## config.mk

```make
export PLATFORM = sky130hd
export DESIGN_NAME = cmp_check_pipe_flat
export DESIGN_NICKNAME = d
export VERILOG_FILES = /design/src/rtl/cmp_check_pipe_pkg.sv /design/src/rtl/cmp_check_pipe_if.sv /design/src/rtl/cmp_check_pipe_stage.sv /design/src/rtl/cmp_check_pipe.sv /design/src/flat_wrapper.sv
export SDC_FILE = /design/constraint.sdc
export NUM_CORES = 1
export LEC_CHECK = 0
export CORE_MARGIN = 1
export CORE_UTILIZATION = 48
export DETAILED_ROUTE_END_ITERATION = 10
export GPL_ROUTABILITY_DRIVEN = 0
export PLACE_DENSITY = 0.95
export REMOVE_ABC_BUFFERS = 1
export SKIP_CTS_REPAIR_TIMING = 1
export SLEW_MARGIN = 20
export SYNTH_ARGS = -nofsm -noshare
export SYNTH_HDL_FRONTEND = slang
export SYNTH_SLANG_ARGS = --single-unit
```

## constraint.sdc

```tcl
create_clock -name clk -period 3.03 [get_ports clk]
set_input_delay 0.4545 -clock clk [delete_from_list [all_inputs] [get_ports clk]]
set_output_delay 0.4545 -clock clk [all_outputs]
set_load 0.02 [all_outputs]
```

## src/rtl/cmp_check_pipe_pkg.sv

```systemverilog
// Shared types and pure compare helpers for the cmp_check_pipe comparator.
package cmp_pkg;

    localparam int unsigned CMP_MAX_W = 128;

    typedef enum logic [2:0] {
        CMP_LT = 3'd0,
        CMP_LE = 3'd1,
        CMP_GT = 3'd2,
        CMP_GE = 3'd3,
        CMP_EQ = 3'd4,
        CMP_NE = 3'd5
    } cmp_op_e;

    typedef struct packed {
        logic chk;
        logic res;
        logic err;
    } cmp_beat_t;

    function automatic logic op_legal(input logic [2:0] op);
        return op <= 3'd5;
    endfunction

    // Operands arrive pre-extended to CMP_MAX_W in the same mode as signed_mode.
    function automatic logic compare(input logic [CMP_MAX_W-1:0] a,
                                     input logic [CMP_MAX_W-1:0] b,
                                     input logic [2:0]           op,
                                     input logic                 signed_mode);
        logic lt;
        logic eq;
        logic r;
        eq = (a == b);
        lt = signed_mode ? ($signed(a) < $signed(b)) : (a < b);
        r  = 1'b0;
        case (cmp_op_e'(op))
            CMP_LT:  r = lt;
            CMP_LE:  r = lt | eq;
            CMP_GT:  r = ~lt & ~eq;
            CMP_GE:  r = ~lt;
            CMP_EQ:  r = eq;
            CMP_NE:  r = ~eq;
            default: r = 1'b0;
        endcase
        return r;
    endfunction

endpackage

```

## src/rtl/cmp_check_pipe_if.sv

```systemverilog
// Valid/ready stream bundle for cmp_check_pipe: operand beat in, result beat out.
interface cmp_check_pipe_if #(
    parameter int unsigned WIDTH = 32
);
    logic             in_valid;
    logic             in_ready;
    logic [WIDTH-1:0] in_a;
    logic [WIDTH-1:0] in_b;
    logic [2:0]       in_op;
    logic             in_signed;
    logic             in_chk;
    logic             in_exp;
    logic             out_valid;
    logic             out_ready;
    logic             out_res;
    logic             out_err;

    modport master (
        output in_valid, in_a, in_b, in_op, in_signed, in_chk, in_exp, out_ready,
        input  in_ready, out_valid, out_res, out_err
    );

    modport slave (
        input  in_valid, in_a, in_b, in_op, in_signed, in_chk, in_exp, out_ready,
        output in_ready, out_valid, out_res, out_err
    );
endinterface

```

## src/rtl/cmp_check_pipe_stage.sv

```systemverilog
// One pipeline slot of cmp_check_pipe: valid bit plus result payload.
module cmp_pipe_stage
    import cmp_pkg::*;
(
    input  logic      clk,
    input  logic      rst_n,
    input  logic      load_i,
    input  logic      valid_i,
    input  cmp_beat_t data_i,
    output logic      valid_o,
    output cmp_beat_t data_o
);
    logic      valid_q;
    cmp_beat_t data_q;

    // Payload only moves with a real beat so a stalled output stays stable.
    always_ff @(posedge clk or negedge rst_n) begin
        if (!rst_n) begin
            valid_q <= 1'b0;
            data_q  <= '0;
        end else if (load_i) begin
            valid_q <= valid_i;
            if (valid_i) data_q <= data_i;
        end
    end

    assign valid_o = valid_q;
    assign data_o  = data_q;
endmodule

```

## src/rtl/cmp_check_pipe.sv

```systemverilog
// Pipelined relational comparator with in-line result checker and pass/error statistics.
// Optional simulation-only X detection on accepted beats: define CMP_XCHECK_EN.
module cmp_check_pipe
    import cmp_pkg::*;
#(
    parameter int unsigned WIDTH  = 32,
    parameter int unsigned STAGES = 2,
    parameter int unsigned CNT_W  = 16
) (
    input  logic             clk,
    input  logic             rst_n,
    cmp_check_pipe_if.slave  bus,
    input  logic             clr,
    output logic             err_sticky,
    output logic [CNT_W-1:0] pass_cnt,
    output logic [CNT_W-1:0] err_cnt
);
    if (STAGES < 1 || STAGES > 4) begin : g_bad_stages
        $error("cmp_check_pipe: STAGES must be in 1..4");
    end
    if (WIDTH < 1 || WIDTH > CMP_MAX_W) begin : g_bad_width
        $error("cmp_check_pipe: WIDTH out of range");
    end

    logic [CMP_MAX_W-1:0] a_ext;
    logic [CMP_MAX_W-1:0] b_ext;
    cmp_beat_t            beat_in;
`ifdef CMP_XCHECK_EN
    logic                 x_bad;
    assign x_bad = $isunknown({bus.in_a, bus.in_b, bus.in_op, bus.in_signed});
`endif

    always_comb begin
        a_ext = bus.in_signed ? CMP_MAX_W'($signed(bus.in_a)) : CMP_MAX_W'(bus.in_a);
        b_ext = bus.in_signed ? CMP_MAX_W'($signed(bus.in_b)) : CMP_MAX_W'(bus.in_b);
    end

    always_comb begin
        beat_in     = '0;
        beat_in.chk = bus.in_chk;
        if (!op_legal(bus.in_op)) begin
            beat_in.res = 1'b0;
            beat_in.err = 1'b1;
        end else begin
            beat_in.res = compare(a_ext, b_ext, bus.in_op, bus.in_signed);
            beat_in.err = bus.in_chk & (beat_in.res != bus.in_exp);
        end
`ifdef CMP_XCHECK_EN
        if (x_bad) begin
            beat_in.res = 1'bx;
            beat_in.err = 1'b1;
        end
`endif
    end

`ifdef CMP_XCHECK_EN
    always_ff @(posedge clk) begin
        if (rst_n && bus.in_valid && bus.in_ready && x_bad)
            $display("cmp_check_pipe: X/Z on accepted beat a=%h b=%h op=%b signed=%b",
                     bus.in_a, bus.in_b, bus.in_op, bus.in_signed);
    end
`endif

    logic [STAGES:1] stg_v;
    logic [STAGES:1] stg_load;
    cmp_beat_t       stg_d [1:STAGES];

    // A stage loads if it is empty or the stage after it is loading.
    always_comb begin
        logic ld;
        ld       = bus.out_ready;
        stg_load = '0;
        for (int unsigned k = STAGES; k >= 1; k--) begin
            stg_load[k] = ~stg_v[k] | ld;
            ld          = stg_load[k];
        end
    end

    for (genvar k = 1; k <= STAGES; k++) begin : g_stage
        logic      prev_v;
        cmp_beat_t prev_d;
        if (k == 1) begin : g_first
            assign prev_v = bus.in_valid;
            assign prev_d = beat_in;
        end else begin : g_chain
            assign prev_v = stg_v[k-1];
            assign prev_d = stg_d[k-1];
        end
        cmp_pipe_stage u_stage (
            .clk     (clk),
            .rst_n   (rst_n),
            .load_i  (stg_load[k]),
            .valid_i (prev_v),
            .data_i  (prev_d),
            .valid_o (stg_v[k]),
            .data_o  (stg_d[k])
        );
    end

    cmp_beat_t out_beat;
    logic      hs;

    assign out_beat      = stg_d[STAGES];
    assign bus.in_ready  = stg_load[1];
    assign bus.out_valid = stg_v[STAGES];
    assign bus.out_res   = out_beat.res;
    assign bus.out_err   = out_beat.err;
    assign hs            = stg_v[STAGES] & bus.out_ready;

    logic [CNT_W-1:0] pass_q, pass_d;
    logic [CNT_W-1:0] errc_q, errc_d;
    logic             sticky_q, sticky_d;

    always_comb begin
        pass_d   = pass_q;
        errc_d   = errc_q;
        sticky_d = sticky_q;
        if (clr) begin
            pass_d   = '0;
            errc_d   = '0;
            sticky_d = 1'b0;
        end else if (hs) begin
            if (out_beat.err) begin
                sticky_d = 1'b1;
                if (errc_q != '1) errc_d = errc_q + CNT_W'(1);
            end else if (out_beat.chk && pass_q != '1) begin
                pass_d = pass_q + CNT_W'(1);
            end
        end
    end

    always_ff @(posedge clk or negedge rst_n) begin
        if (!rst_n) begin
            pass_q   <= '0;
            errc_q   <= '0;
            sticky_q <= 1'b0;
        end else begin
            pass_q   <= pass_d;
            errc_q   <= errc_d;
            sticky_q <= sticky_d;
        end
    end

    assign pass_cnt   = pass_q;
    assign err_cnt    = errc_q;
    assign err_sticky = sticky_q;
endmodule

```

## src/flat_wrapper.sv

```systemverilog
// flat-port wrapper written by rule: the top's interface ports become plain ports
module cmp_check_pipe_flat import cmp_pkg::*;
#(
    parameter int unsigned WIDTH  = 32,
    parameter int unsigned STAGES = 2,
    parameter int unsigned CNT_W  = 16
)
  (clk, rst_n, clr, err_sticky, pass_cnt, err_cnt, bus_in_valid, bus_in_a, bus_in_b, bus_in_op, bus_in_signed, bus_in_chk, bus_in_exp, bus_out_ready, bus_in_ready, bus_out_valid, bus_out_res, bus_out_err);
  cmp_check_pipe_if #(.WIDTH(WIDTH)) bus_i ();
  input  logic clk;
  input  logic rst_n;
  input  logic clr;
  output logic err_sticky;
  output logic [CNT_W-1:0] pass_cnt;
  output logic [CNT_W-1:0] err_cnt;
  input wire logic [$bits(bus_i.in_valid)-1:0] bus_in_valid;
  input wire logic [$bits(bus_i.in_a)-1:0] bus_in_a;
  input wire logic [$bits(bus_i.in_b)-1:0] bus_in_b;
  input wire logic [$bits(bus_i.in_op)-1:0] bus_in_op;
  input wire logic [$bits(bus_i.in_signed)-1:0] bus_in_signed;
  input wire logic [$bits(bus_i.in_chk)-1:0] bus_in_chk;
  input wire logic [$bits(bus_i.in_exp)-1:0] bus_in_exp;
  input wire logic [$bits(bus_i.out_ready)-1:0] bus_out_ready;
  output wire logic [$bits(bus_i.in_ready)-1:0] bus_in_ready;
  output wire logic [$bits(bus_i.out_valid)-1:0] bus_out_valid;
  output wire logic [$bits(bus_i.out_res)-1:0] bus_out_res;
  output wire logic [$bits(bus_i.out_err)-1:0] bus_out_err;
  assign bus_i.in_valid = bus_in_valid;
  assign bus_i.in_a = bus_in_a;
  assign bus_i.in_b = bus_in_b;
  assign bus_i.in_op = bus_in_op;
  assign bus_i.in_signed = bus_in_signed;
  assign bus_i.in_chk = bus_in_chk;
  assign bus_i.in_exp = bus_in_exp;
  assign bus_i.out_ready = bus_out_ready;
  assign bus_in_ready = bus_i.in_ready;
  assign bus_out_valid = bus_i.out_valid;
  assign bus_out_res = bus_i.out_res;
  assign bus_out_err = bus_i.out_err;
  cmp_check_pipe #(.WIDTH(WIDTH), .STAGES(STAGES), .CNT_W(CNT_W)) u_core (.clk(clk), .rst_n(rst_n), .bus(bus_i), .clr(clr), .err_sticky(err_sticky), .pass_cnt(pass_cnt), .err_cnt(err_cnt));
endmodule
```

==> summary.txt, run 1 <==
Worst skew pair latency - 0.29 ns
Share of total power in combinational logic - 27.5%
Finished Layout Cells - 505
Commonest non-fill, non-tap cells in the layout - clkdlybuf4s50_1 (110), nor2_1 (42), dfrtp_1 (41)
Req. time, crit path - 3.20 ns
Final hold violations - 0
Share of the synthesized area in the top cell type - 35.3%
Clock sinks - 41
Commonest non-fill, non-tap cell in the layout - clkdlybuf4s50_1
Dpl cells - 498
P_sw - 0.363 mW
Total grt overflow - 0
Vias in the first global route - 2821
Power per cell area - 314 nW/um^2
Clk slew on worst S/H paths - 0.07 ns
Clk buf depth - 2
Chip height - 79.9 um
Total power draw - 1.32 mW
DR vias - 2687
Final setup viols - 0
Post-DP HPWL - 6010 um
RSZ-0062 raised after global routing - no
Layout Skew - 0.00320 ns
Pint - 0.956 mW
Std cell rows - 27
CP max FO - 2
Clk network pwr share - 27.0%
Post-layout min period - 2.83 ns
Peak supply drop - 0.000249 V
Outcome - finished, final reports clean
CTS root buf - clkbuf_8
Critical setup path kind - input pin to flip-flop
Sequential fraction of the synthesis area - 35.3%
Worst setup EP type - flip-flop
# DRC - 0
Diode count - 0
Max cap viols - 0
Synth unique cells - 48
Worst Tran Pin Value - 0.897 ns
Tot GR Track Use - 24.8%
Total CTS buffers - 5
Core Area - 5680 sq um
Remaining antenna violation count after routing - 0
Final #Nets - 543
DR WL/cell - 14.5 um
CTS tree - built
# IOs - 112
Worst Setup SP - bus_in_b[30]
Area grow syn2layout - 44.5%
Switching portion of total power - 27.5%
First-pass GRT wire length - 12200 um
Post-Synthesis Cells - 315
Die area - 6380 sq um
Reg power frac - 45.5%
Syn Area/Cell - 9.24 sq um
Worst path arrival time - 3.00 ns
Rel. slew slack - 40.2%
Top cells by area, synth - dfrtp_1 (35%), ha_1 (15%), xor2_1 (7.2%)
Async SR Flop Fraction - 100%
Die W - 79.9 um
H-tree depth - 2
Layout cells sized above 1 - 7.39%
Dominant cell type by area after synthesis - dfrtp_1
YS warnings - 0
Tcrit/Tclk final - 93.3%
Cell area after synthesis - 2910 sq um
Initial core utilization - 51.3%
RR Startpoint - u_core.err_cnt[0]
Routed wire length - 7330 um
Critical Path Source Type - input pin
Post-DR vias/cell - 5.32
Max-slew violation count - 0
Post-synth EDFFs - 0
Initial antenna violation count - 0
Flops & latches, synth - 41
PortBufs - 111
1st-pass router iterations - 4
Pleak - 1.91 nW
DR iter-0 viols - 115
Post-synth top flop - dfrtp_1
Pin count of the biggest net entering global routing - 42
Hold Path Class - input pin to asynchronous set/reset pin
Max Clock Freq - 354 MHz
cells in the mapped netlist, types with 2 or more instances:
cell type / number
a21oi_1: 16
a41oi_4: 2
and3_1: 6
and4_1: 2
and4_4: 2
clkbuf_1: 4
dfrtp_1: 41
ha_1: 35
inv_1: 36
mux2_2: 5
mux2i_1: 3
nand2_1: 24
nand2b_1: 4
nand3_1: 10
nand4_1: 17
nand4_2: 2
nor2_1: 42
nor3_1: 2
o21ai_0: 5
xnor2_1: 6
xor2_1: 24
sequential cells by signal, summed over array words and instances (netlist names):
signal / cells
u_core.g_stage.u_stage.valid_o: 2
u_core.err_sticky: 1
u_core.pass_cnt: 16
u_core.g_stage.u_stage.data_o: 6
u_core.err_cnt: 16
area by class of cell:
class,count,area (sq um)
inverters,36,135
multi-input cells,233,1720
fillers,405,1470
repair buffers,116,1140
well taps,72,90.1
clock buffers,7,86.3
flip-flops and latches,41,1030
cell families (layout without fill, tap and decap cells):
group / count (synthesis) / in the layout / synth area share (%)
buffers and inverters: 41 / 159 / 5.55
DFF: 41 / 41 / 35.3
AOI/OAI and AO/OA: 35 / 35 / 9.72
adders and majority gates: 35 / 35 / 15.0
and+or+nand+nor: 125 / 125 / 22.4
muxes: 8 / 8 / 2.97
xor gates and xnor gates: 30 / 30 / 9.03
stage by stage:
stage	instance area [sq um]	hold WS [ns]	setup WS [ns]	TNS, ns	utilization (%)
CTS	4200	0.309	0.226	0	74.1
floorplan	2880	0.159	0.681	0	-
detailed placement	4120	0.503	-0.0797	-0.0797	72.6
global placement	4120	0.465	0.0688	0	72.6
global route	4200	0.347	0.0523	0	74.1
finish	4200	0.285	0.203	0	74.1
power groups by stage:
stage | Sequential (mW) | Combinational [mW] | Clock [mW]
detailed placement | 0.610 | 0.363 | 0
finish | 0.601 | 0.363 | 0.356
floorplan | 0.625 | 0.149 | 0
CTS | 0.600 | 0.365 | 0.367
global placement | 0.609 | 0.347 | 0
global route | 0.605 | 0.400 | 0.389
layer usage:
layer	global-route usage, %	routed length (um)	part of all wire [%]	up-vias
met5	0	0	0	-
met4	12.5	325	4.4	0
met3	5.03	324	4.4	30
met2	46.3	3850	53	79
met1	26.0	2830	39	1259
li1	-	-	-	1319
critical path: stages:
cell and delay (ns):
clkdlybuf4s50_1 0.45, inv_1 0.05, ha_1 0.30, nand4_1 0.14, nor4_1 0.38, buf_4 0.18
and2b_1 0.11, o41ai_1 0.10, a2111o_1 0.45, o211ai_2 0.09, mux2i_1 0.21, nand3_1 0.08
worst paths after layout:
| kind | end | slack (ns) | cells past startpoint |
|---|---|---|---|
| worst max-delay path | u_core.g_stage[1].u_stage.data_o[0] | 0.20 | 12 |
| worst min-delay path | u_core.pass_cnt[3] | 0.29 | 1 |
| worst max register to register | u_core.err_cnt[9] | 0.82 | 8 |
| worst min register to register | u_core.g_stage[1].u_stage.data_o[0] | 0.52 | 2 |
| max in group asynchronous | u_core.err_cnt[4] | 2.18 | 1 |
| min in group clk | u_core.g_stage[1].u_stage.data_o[0] | 0.52 | 2 |
Power figures use the tool's default switching activity.
==> run 2, diff against run 1 <==
Settings changed: CAP_MARGIN from default to 0.
==> results of run 2 <==
No change in the layout: final DEF, timing and power equal those of run 1.
==> run 3, diff against run 2 <==
Settings changed: CELL_PAD_IN_SITES_DETAIL_PLACEMENT from default to 1, CELL_PAD_IN_SITES_GLOBAL_PLACEMENT from default to 1, CORE_UTILIZATION 48 to 35, PLACE_DENSITY 0.95 to default, PLACE_DENSITY_LB_ADDON from default to 0.1.
==> run 3 against run 2 <==
Net effect:
- clock power is 19% higher
- utilization decreased by 20 points
- non-clock buffer count shrank 1
- critical path depth unchanged
- total power is 5.0% higher
- critical path type unchanged
- largest cell class unchanged
==> summary.txt, run 3 (same netlist as run 1, synthesis figures left out) <==
Outcome - finished, final reports clean (unchanged)
CTS tree - built (unchanged)
Critical setup path kind - input pin to flip-flop (unchanged)
Pin count of the biggest net entering global routing - 42 (unchanged)
Power per cell area - 325 nW/um^2 (was 314 nW/um^2)
# DRC - 0 (unchanged)
CTS root buf - clkbuf_8 (unchanged)
Die W - 93.2 um (was 79.9 um)
Final setup viols - 0 (unchanged)
Total CTS buffers - 5 (unchanged)
Worst reg-to-reg setup slack - 0.86 ns (was 0.82 ns)
Post-DR vias/cell - 5.02 (was 5.32)
Peak supply drop - 0.000240 V (was 0.000249 V)
Clock sinks - 41 (unchanged)
Req. time, crit path - 3.20 ns (about the same)
Worst path arrival time - 3.01 ns (was 3.00 ns)
Layout Skew - 0.00475 ns (was 0.00320 ns)
DR WL/cell - 14.2 um (was 14.5 um)
Die area - 8680 sq um (was 6380 sq um)
Initial antenna violation count - 0 (unchanged)
Post-layout min period - 2.84 ns (was 2.83 ns)
Final hold violations - 0 (unchanged)
1st-pass router iterations - 4 (unchanged)
Diode count - 0 (unchanged)
Area grow syn2layout - 46.3% (was 44.5%)
Hold Path Class - input pin to asynchronous set/reset pin (unchanged)
RR Startpoint - u_core.pass_cnt[0] (was u_core.err_cnt[0])
Worst Tran Pin Value - 0.934 ns (was 0.897 ns)
H-tree depth - 2 (unchanged)
PortBufs - 111 (unchanged)
# IOs - 112 (unchanged)
Commonest non-fill, non-tap cell in the layout - clkdlybuf4s50_1 (unchanged)
Max-slew violation count - 0 (unchanged)
Clk slew on worst S/H paths - 0.08 ns (was 0.07 ns)
Worst Reg-to-Reg Cells - 9 (was 8)
Tot GR Track Use - 18.6% (was 24.8%)
Total grt overflow - 0 (unchanged)
Clk buf depth - 2 (unchanged)
Chip height - 93.2 um (was 79.9 um)
CP max FO - 3 (was 2)
First-pass GRT wire length - 13000 um (was 12200 um)
RSZ-0062 raised after global routing - no (unchanged)
DR vias - 2680 (was 2687)
Std cell rows - 32 (was 27)
Reg2reg end - u_core.pass_cnt[15] (was u_core.err_cnt[9])
Final #Nets - 542 (was 543)
Critical Path Source Type - input pin (unchanged)
Routed wire length - 7590 um (was 7330 um)
Total power draw - 1.38 mW (was 1.32 mW)
Initial core utilization - 36.9% (was 51.3%)
Setup TNS - 0 ns (unchanged)
Pleak - 1.91 nW (about the same)
Remaining antenna violation count after routing - 0 (unchanged)
Layout cells sized above 1 - 7.64% (was 7.39%)
Vias in the first global route - 2826 (was 2821)
Rel. slew slack - 37.7% (was 40.2%)
Max cap viols - 0 (unchanged)
Post-DP HPWL - 6350 um (was 6010 um)
Core Area - 7890 sq um (was 5680 sq um)
Fin Hold WS - 0.297 ns (was 0.285 ns)
Commonest non-fill, non-tap cells in the layout - clkdlybuf4s50_1 (110), nor2_1 (42), dfrtp_1 (41) (unchanged)
Tcrit/Tclk final - 93.7% (was 93.3%)
Place WS - -0.187 ns (was -0.0797 ns)
Worst setup EP type - flip-flop (unchanged)
Worst skew pair latency - 0.29 ns (about the same)
Post-route core utilization - 54.0% (was 74.1%)
Final worst slack - 0.191 ns (was 0.203 ns)
DR iter-0 viols - 71 (was 115)
Max Clock Freq - 352 MHz (was 354 MHz)
[run 3: how the worst max path moves through the flow]
stage / endpoint / cells after the start / slack, ns / startpoint
finish: u_core.g_stage[1].u_stage.data_o[0] / 12 / 0.19 / bus_in_b[30]
detailed placement: u_core.g_stage[1].u_stage.data_o[0] / 12 / -0.19 / bus_in_b[30]
CTS: u_core.g_stage[1].u_stage.data_o[0] / 12 / 0.11 / bus_in_b[30]
global placement: u_core.g_stage[1].u_stage.data_o[0] / 12 / 0.02 / bus_in_b[30]
floorplan: u_core.g_stage[1].u_stage.data_o[0] / 10 / 0.68 / bus_in_b[14]
global route: u_core.g_stage[1].u_stage.data_o[0] / 12 / 0.06 / bus_in_b[30]
[run 3: through the flow]
step | cell area (sq um) | cells
5_1_grt | 4260 | 534
3_5_place_dp | 4150 | 527
3_3_place_gp | 4150 | 527
4_1_cts | 4250 | 534
6_report | 4260 | 534
2_1_floorplan | 2880 | 310
[run 3: report_power, final]
| group | switching [mW] | internal (mW) | total (mW) |
|---|---|---|---|
| clock network | 0.184 | 0.239 | 0.423 |
| registers | 0.0253 | 0.575 | 0.600 |
| logic | 0.162 | 0.199 | 0.361 |
| total | 0.371 | 1.01 | 1.38 |
[run 3: area by class of cell]
cell class	count	area, sq um
clock buffers	5	68.8
clock inverters	2	35.0
fillers	940	3630
inverters	36	135
multi-input cells	233	1730
flip-flops and latches	41	1030
well taps	102	128
repair buffers	115	1140
[run 3: worst max-delay path, cell delays in order]
cell and delay (ns):
clkdlybuf4s50_1 0.47, inv_1 0.05, ha_1 0.32, nand4_1 0.16
nor4_2 0.36, buf_4 0.17, and2b_1 0.11, o41ai_1 0.09
a2111o_1 0.43, o211ai_2 0.08, mux2i_1 0.23, nand3_1 0.09
[run 3: metal layers]
metal / GRT usage (%) / routed length, um / vias up
met5: 0 / 0 / -
met4: 5.13 / 133 / 0
met3: 3.98 / 377 / 15
met2: 32.7 / 3780 / 63
met1: 22.9 / 3300 / 1283
li1: - / - / 1319
